[config.mk]
export PLATFORM = sky130hd
export DESIGN_NAME = jk_seq_driver
export DESIGN_NICKNAME = d
export VERILOG_FILES = /design/src/rtl/jk_pkg.sv /design/src/rtl/jk_excite.sv /design/src/rtl/jk_seq_driver.sv
export SDC_FILE = /design/constraint.sdc
export NUM_CORES = 1
export LEC_CHECK = 0
export CAP_MARGIN = 0
export CORE_ASPECT_RATIO = 2
export CORE_MARGIN = 2
export CORE_UTILIZATION = 48
export DETAILED_ROUTE_END_ITERATION = 8
export GPL_TIMING_DRIVEN = 0
export PLACE_DENSITY = 0.76
export SYNTH_ARGS = -nofsm -noshare
export SYNTH_HDL_FRONTEND = slang
export SYNTH_HIERARCHICAL = 1
export SYNTH_SLANG_ARGS = --single-unit
[constraint.sdc]
create_clock -name clk -period 2.1 [get_ports clk]
set_input_delay 0.63 -clock clk [delete_from_list [all_inputs] [get_ports clk]]
set_output_delay 0.63 -clock clk [all_outputs]
set_load 0.005 [all_outputs]
[src/rtl/jk_pkg.sv]
// Shared types for the JK sequence driver: FSM states and {J,K} commands.
// Commands are encoded {J,K} so they can drive the flop pins directly.
package jk_pkg;

   typedef enum logic [2:0] {
      IDLE,
      DRIVE,
      APPLY,
      CHECK,
      DONE
   } state_t;

   localparam logic [1:0] HOLD   = 2'b00;
   localparam logic [1:0] RESET  = 2'b01;
   localparam logic [1:0] SET    = 2'b10;
   localparam logic [1:0] TOGGLE = 2'b11;

   function automatic logic [1:0] abs_cmd(input logic t);
      return t ? SET : RESET;
   endfunction

endpackage

[src/rtl/jk_excite.sv]
// Excitation table: picks the {J,K} command that moves q to target t.
// The first step is always absolute because q is not yet known.
module jk_excite
   import jk_pkg::*;
(
   input  logic       q,
   input  logic       t,
   input  logic       first,
   input  logic       toggle_mode,
   output logic [1:0] jk
);

   always_comb begin
      jk = HOLD;
      priority case (1'b1)
         first:       jk = abs_cmd(t);
         (q == t):    jk = HOLD;
         toggle_mode: jk = TOGGLE;
         default:     jk = abs_cmd(t);
      endcase
   end

endmodule

[src/rtl/jk_seq_driver.sv]
// Drives a JK flop through a programmed bit sequence and checks q/qbar
// after every step, reporting pass, error count and first failing index.
module jk_seq_driver
   import jk_pkg::*;
#(
   parameter int SEQ_W       = 8,
   parameter int LEN_W       = 4,
   parameter int TOGGLE_MODE = 0
) (
   input  logic             clk,
   input  logic             rst_n,
   input  logic             start_valid,
   output logic             start_ready,
   input  logic [SEQ_W-1:0] seq_bits,
   input  logic [LEN_W-1:0] seq_len,
   input  logic             q_fb,
   input  logic             qbar_fb,
   output logic             j,
   output logic             k,
   output logic             busy,
   output logic             done,
   output logic             pass,
   output logic [LEN_W-1:0] err_count,
   output logic [LEN_W-1:0] err_idx
);

   localparam logic [LEN_W-1:0] MAX_LEN = LEN_W'(SEQ_W);
   localparam logic [LEN_W-1:0] ONE     = LEN_W'(1);

   state_t           state_q, state_d;
   logic [SEQ_W-1:0] bits_q, bits_d;
   logic [LEN_W-1:0] len_q, len_d;
   logic [LEN_W-1:0] idx_q, idx_d;
   logic [LEN_W-1:0] err_cnt_q, err_cnt_d;
   logic [LEN_W-1:0] err_idx_q, err_idx_d;
   logic             pass_q, pass_d;
   logic [1:0]       jk_q, jk_d;

   logic [1:0]       jk_exc;
   logic [SEQ_W-1:0] bits_sh;
   logic [LEN_W-1:0] len_in;
   logic             xfer;
   logic             t;
   logic             fail;
   logic             last;

   assign xfer    = start_valid && start_ready;
   assign len_in  = (seq_len > MAX_LEN) ? MAX_LEN : seq_len;
   assign bits_sh = bits_q >> idx_q;
   assign t       = bits_sh[0];
   assign fail    = (q_fb != t) || (qbar_fb == q_fb);
   assign last    = (idx_q + ONE) >= len_q;

   jk_excite u_excite (
      .q           (q_fb),
      .t           (t),
      .first       (idx_q == '0),
      .toggle_mode (TOGGLE_MODE != 0),
      .jk          (jk_exc)
   );

   always_ff @(posedge clk or negedge rst_n) begin
      if (!rst_n) state_q <= IDLE;
      else        state_q <= state_d;
   end

   always_comb begin
      state_d = state_q;
      unique case (state_q)
         IDLE:    if (xfer) state_d = (len_in == '0) ? DONE : DRIVE;
         DRIVE:   state_d = APPLY;
         APPLY:   state_d = CHECK;
         CHECK:   state_d = last ? DONE : DRIVE;
         DONE:    state_d = IDLE;
         default: state_d = IDLE;
      endcase
   end

   always_comb begin
      start_ready = (state_q == IDLE);
      busy        = (state_q != IDLE);
      done        = (state_q == DONE);
   end

   always_comb begin
      bits_d    = bits_q;
      len_d     = len_q;
      idx_d     = idx_q;
      err_cnt_d = err_cnt_q;
      err_idx_d = err_idx_q;
      pass_d    = pass_q;
      jk_d      = HOLD;
      if (xfer) begin
         bits_d    = seq_bits;
         len_d     = len_in;
         idx_d     = '0;
         err_cnt_d = '0;
         err_idx_d = '0;
         pass_d    = (len_in == '0);
      end
      if (state_q == DRIVE) jk_d = jk_exc;
      // flop holds during CHECK, so q_fb is the settled result of this step
      if (state_q == CHECK) begin
         if (fail) begin
            if (err_cnt_q != '1) err_cnt_d = err_cnt_q + ONE;
            if (err_cnt_q == '0) err_idx_d = idx_q;
         end
         idx_d = idx_q + ONE;
         if (last) pass_d = (err_cnt_d == '0);
      end
   end

   always_ff @(posedge clk or negedge rst_n) begin
      if (!rst_n) begin
         bits_q    <= '0;
         len_q     <= '0;
         idx_q     <= '0;
         err_cnt_q <= '0;
         err_idx_q <= '0;
         pass_q    <= 1'b0;
         jk_q      <= HOLD;
      end else begin
         bits_q    <= bits_d;
         len_q     <= len_d;
         idx_q     <= idx_d;
         err_cnt_q <= err_cnt_d;
         err_idx_q <= err_idx_d;
         pass_q    <= pass_d;
         jk_q      <= jk_d;
      end
   end

   assign j         = jk_q[1];
   assign k         = jk_q[0];
   assign pass      = pass_q;
   assign err_count = err_cnt_q;
   assign err_idx   = err_idx_q;

endmodule
# After elaboration in Yosys (flattened, before gate mapping)
# Cells that the tools add are included.
classes:
  order_cmp: 2
  n_addsub: 2
  n_reduce_logical: 9
  shift: 1
  muxes: 23
  eq_ne: 9
ops:
  columns: ["operator", "count"]
  rows:
  - ["$mux 4", 12]
  - ["$logic_not 4->1", 4]
  - ["$pmux 3 s4", 1]
  - ["$mux 3", 3]
  - ["$add 4x1->4 const B", 2]
  - ["$mux 2", 4]
  - ["$shr 8x4->1", 1]
  - ["$eq 3x2->1 const B", 2]
  - ["$ge 4x4->1", 1]
  - ["$gt 4x4->1 const B", 1]
  - ["$ne 4x4->1 const B", 1]
  - ["$eq 3x1->1 const B", 1]
  - ["$eq 3x3->1 const B", 1]
  - ["$logic_not 3->1", 1]
  - ["$mux 1", 3]
  - ["$reduce_bool 3->1", 1]
  - ["$eq 1x1->1", 2]
  - ["$ne 2x1->1 const B", 1]
  - ["$reduce_bool 2->1", 1]
  - ["$logic_and 1x1->1", 1]
  - ["$logic_or 1x1->1", 1]
  - ["$ne 1x1->1", 1]
totals:
  input_bits: 17
  ff_bits: 30

# Longest topological paths before layout
depth:
  depth_word: 9
  mapped_depth: 9

# By module
# Netlist, hierarchy kept.
by_module_without_submodules:
  columns: ["module", "cells_per_inst", "area_each_um2", "instances", "seq_area_each_um2"]
  rows:
  - ["jk_seq_driver", 185, 1829.3, 1, 750.7]
  - ["jk_excite", 6, 47.5, 1, 0.0]

# Least setup slack after synthesis
# No wires, ideal clock.
synth_path:
  path_kind: "input to register"
  start: "input q_fb"
  end: "register err_cnt_q[1] (netlist: err_count[1])"
  setup_ns: 0.128
  arrival_time_ns: 1.959
  slack_ns: 0.014
  t_required_ns: 1.972
  path_stages: 5
  path_buffers: 1
  cell_sequence: "clkbuf_1 -> or4_1 -> o21ai_2 -> nand3b_1 -> mux2_1"
synth_between:
  elab_chain_cells: 5
synth_lines:
  columns: ["item", "line_no", "text"]
  rows:
  - ["from (decl)", "jk_seq_driver.sv:16", "input logic q_fb,"]
  - ["$ne 1x1->1 / $eq 1x1->1 (equally long branches)", "jk_seq_driver.sv:51", "assign fail = (q_fb != t) || (qbar_fb == q_fb);"]
  - ["$logic_or 1x1->1 (*)", "jk_seq_driver.sv:51", null]
  - ["$mux 4 (*)", "jk_seq_driver.sv:104", "if (fail) begin"]
  - ["$mux 4 (*) (2 in series)", "jk_seq_driver.sv:103", "if (state_q == CHECK) begin"]
  - ["named net err_cnt_d[1]", "jk_seq_driver.sv:34", "logic [LEN_W-1:0] err_cnt_q, err_cnt_d;"]
  - ["to (signal assigned)", "jk_seq_driver.sv:126", "err_cnt_q <= err_cnt_d;"]
  - ["to (decl)", "jk_seq_driver.sv:34", null]
# Mark *: on every way through the listed nets, which the timed path passes. The rest lies on a longest branch. The select of a mux whose other input is x is not followed.
# A chain may end at the register's enable or synchronous reset.

# Worst setup path after layout
layout_path:
  start: "register idx_q[1]"
  end: "register err_cnt_q[1] (netlist: err_count[1])"
layout_between:
  elab_chain_cells: 6
layout_lines:
  columns: ["item", "line_no", "text"]
  rows:
  - ["from (decl)", "jk_seq_driver.sv:33", "logic [LEN_W-1:0] idx_q, idx_d;"]
  - ["from (signal assigned)", "jk_seq_driver.sv:125", "idx_q <= idx_d;"]
  - ["$shr 8x4->1", "jk_seq_driver.sv:49", "assign bits_sh = bits_q >> idx_q;"]
  - ["$ne 1x1->1", "jk_seq_driver.sv:51", null]
  - ["$logic_or 1x1->1", "jk_seq_driver.sv:51", null]
  - ["$mux 4", "jk_seq_driver.sv:104", null]
  - ["$mux 4 (2 in series)", "jk_seq_driver.sv:103", null]
  - ["named net err_cnt_d[1]", "jk_seq_driver.sv:34", null]
# The timed path passes the listed nets, and every way through them passes these cells. The select of a mux whose other input is x is not followed.

==> impl_results.md <==
- Status: complete, but fails checks
- Failing checks: setup timing
- Placed cell area: 0.00224 mm²
- Fmax: 468 MHz
- Slew margin rel.: 51.4%
- R2R setup slack: -40 ps
- Register bit total from synthesis: 30
- Synth area leaders: dfrtp_1, ha_1, mux2i_1
- Dpl ws: -673 ps
- Drt pass-1 iters: 4
- Post-Syn Area: 0.00188 mm²
- Number of port buffers: 30
- Part of the power in registers: 25.8%
- Area of the multi-input gates: approximately 0.0011 mm²
- Critical path endpoint category: flip-flop
- Core area: roughly 0.0038 mm²
- Peak supply drop: ~830 µV
- Die Height: 92.4 µm
- Iter 0 DRT Violations: 27
- First-pass GRT wire length: 6670 µm
- Combinational group share of total power: 62.2%
- Fillers: 309
- R2r endpoint: err_count[1]
- TritonCTS Buffers: 5
- FF-to-FF path depth: 7
- Clock Skew: 5.29 ps
- Worst slew pin tran: 723 ps
- DRT antenna net count: 0
- HP Class: primary input to asynchronous set/reset pin
- CP max FO: 7
- Most used DFF post-synth: dfrtp_1
- Final setup violating endpoints: 2
- FFs w/ async S/R, synth: 100%
- Synth cell types: 54
- Setup crit start: idx_q[1]
- Net total in the final layout: 264
- Area added between synthesis and finish: 35.1%
- H-tree depth: 2
- GPL Wtd Cong: 0.870
- Sink Count: 30
- Power density over the cells: 1580 mW/mm²
- Pins Over Slew Limit: 0
- Mean post-synth cell area: 9.83 µm²
- Critical path class: flip-flop to flip-flop
- Die width: 48.2 µm
- Hold slack: 381 ps
- CTS tree: built
- Row count: 32
- RSZ-0062 raised after global routing: true
- Antenna violations before repair: 0
- Drt drc: 0
- Overall Global Routing Usage: 20.9%
- Critical path arrival: 2310 ps
- WL final: ~4400 µm
- Leak: 0.00110 µW
- Net Sw Power: 1650 µW
- I/O pins: 31
- RR Startpoint: idx_q[1]
- Initial Util: between 40% and 50%
- Post-synthesis sequential area ratio: about two fifths
- EDFF count, synth: 0
- CTS Buffer Depth: 2
- Worst-path clk slew: 70 ps
- Cell internal pwr: 2370 µW
- Final Instance Area: ~0.0025 mm²
- Worst-Skew Late Latency: 280 ps
- Setup crit start kind: flip-flop
- Vias in the first global route: 1532
- Largest net degree at the start of global routing: 31
- Number of max-cap violations: 0
- Routed vias/inst: 5.43
- Hpwl dp: 3030 µm
- Switching share of total power: 41.0%
- DIE AREA: 0.00446 mm²
- FF/Latch Area: 754 µm²
- Commonest cells in the netlist: dfrtp_1, nand2_1, inv_1
- Tcrit/Tclk final: 102%
- Total grt overflow: 0
- Most area-hungry cell type in the Yosys netlist: dfrtp_1
- Yosys warnings: 6
- Final Hold Fails: 0
- Root buffer cell: clkbuf_8
- Final min period: 2140 ps
- Post-DR wirelength/cell: 15.1 µm
- Layout cells sized above 1: 26.3%
- Setup ws final: -35.4 ps
- Clock power frac: 12.0%
- Via Count: 1580
- # diodes: 0
- Share of the synthesized area in the top cell type: 40.0%
- Count leader, synth: dfrtp_1
- Post-synthesis cell count: 191
- Worst path required time: 2270 ps
routing by layer:
metal / global-route usage, % / part of all wire (%) / vias to the layer above
li1: - / - / 777
met1: 21.9 / 40 / 760
met2: 35.2 / 55 / 32
met3: 4.29 / 2.2 / 11
met4: 11.9 / 2.9 / 0
met5: 0 / 0 / -
power groups by stage:
stage	registers, µW	clock network [µW]	logic [µW]
2_1_floorplan	970	0	1490
3_5_place_dp	1000	0	2030
3_3_place_gp	992	0	1990
4_1_cts	1000	495	2200
6_report	1040	483	2500
5_1_grt	1070	525	2730
worst max-delay path by stage:
stage,to,slack [ps],cells past startpoint
floorplan,err_count[1],10,5
global placement,pass,-670,8
detailed placement,pass,-670,8
CTS,pass,-50,8
global route,pass,-110,8
finish,err_count[1],-40,7
stage by stage:
| stage | instances | total power, µW | TNS, ps | utilization, % |
|---|---|---|---|---|
| 2_1_floorplan | 192 | 2460 | 0 | - |
| 3_3_place_gp | 273 | 2990 | -12850 | 59.0 |
| 3_5_place_dp | 273 | 3040 | -13650 | 59.0 |
| 6_report | 291 | 4020 | -41.7 | 66.6 |
| 4_1_cts | 286 | 3700 | -88.1 | 63.8 |
| 5_1_grt | 291 | 4320 | -603 | 66.6 |
sequential cells by signal, summed over array words and instances (netlist names):
signal and cells:
bits_q 8, err_count 4, err_idx 4, idx_q 4
jk_q 2, len_q 4, pass 1, state_q 3
layout by cell type, fill, tap and decap left out, drive strengths merged, types with 2 or more instances in the layout:
| cell type | count |
|---|---|
| a21oi | 4 |
| xnor2 | 2 |
| dlygate4sd2 | 5 |
| inv | 14 |
| ha | 8 |
| clkdlybuf4s50 | 23 |
| o221ai | 2 |
| o22ai | 4 |
| nand2 | 20 |
| o31ai | 2 |
| or3b | 2 |
| clkbuf | 12 |
| mux2 | 11 |
| nor3 | 5 |
| conb | 2 |
| nor4b | 2 |
| or3 | 3 |
| o21ai | 13 |
| nor2 | 9 |
| nor2b | 4 |
| or4 | 3 |
| and3 | 3 |
| buf | 17 |
| mux2i | 10 |
| a22o | 2 |
| dfrtp | 30 |
| a31o | 2 |
| nand3 | 2 |
| nand2b | 6 |
logic make-up after synthesis:
logic type	synth area share, %
flops	40.0
simple gates	18.4
mux	12.1
compound gates	16.5
buf+inv	6.07
fa+ha+maj	5.33
other cells	0.200
xor+xnor	1.40
layout make-up:
class / instances / area share [%]
clock buffers: 7 / 3.41
flip-flops and latches: 30 / 29.8
plain buffers: 10 / 3.21
well taps: 51 / 2.52
inverters: 14 / 2.17
clock inverters: 1 / 0.197
multi-input cells: 137 / 43.5
repair buffers: 41 / 15.2
what timing repair did:
action,in CTS,in global routing
resized for setup,25,12
pin swaps,4,8
hold buffers,0,0
endpoints found under the hold margin,0,0
setup buffers,5,6
setup endpoints to repair,19,9
worst max-delay path, stage by stage (launching register included):
cell	delay (ps)
dfrtp_1	360
buf_6	130
mux2i_1	220
o22ai_2	150
or4_4	520
o21ai_4	120
nand3b_1	210
mux2_4	320
Power figures use the tool's default switching activity.
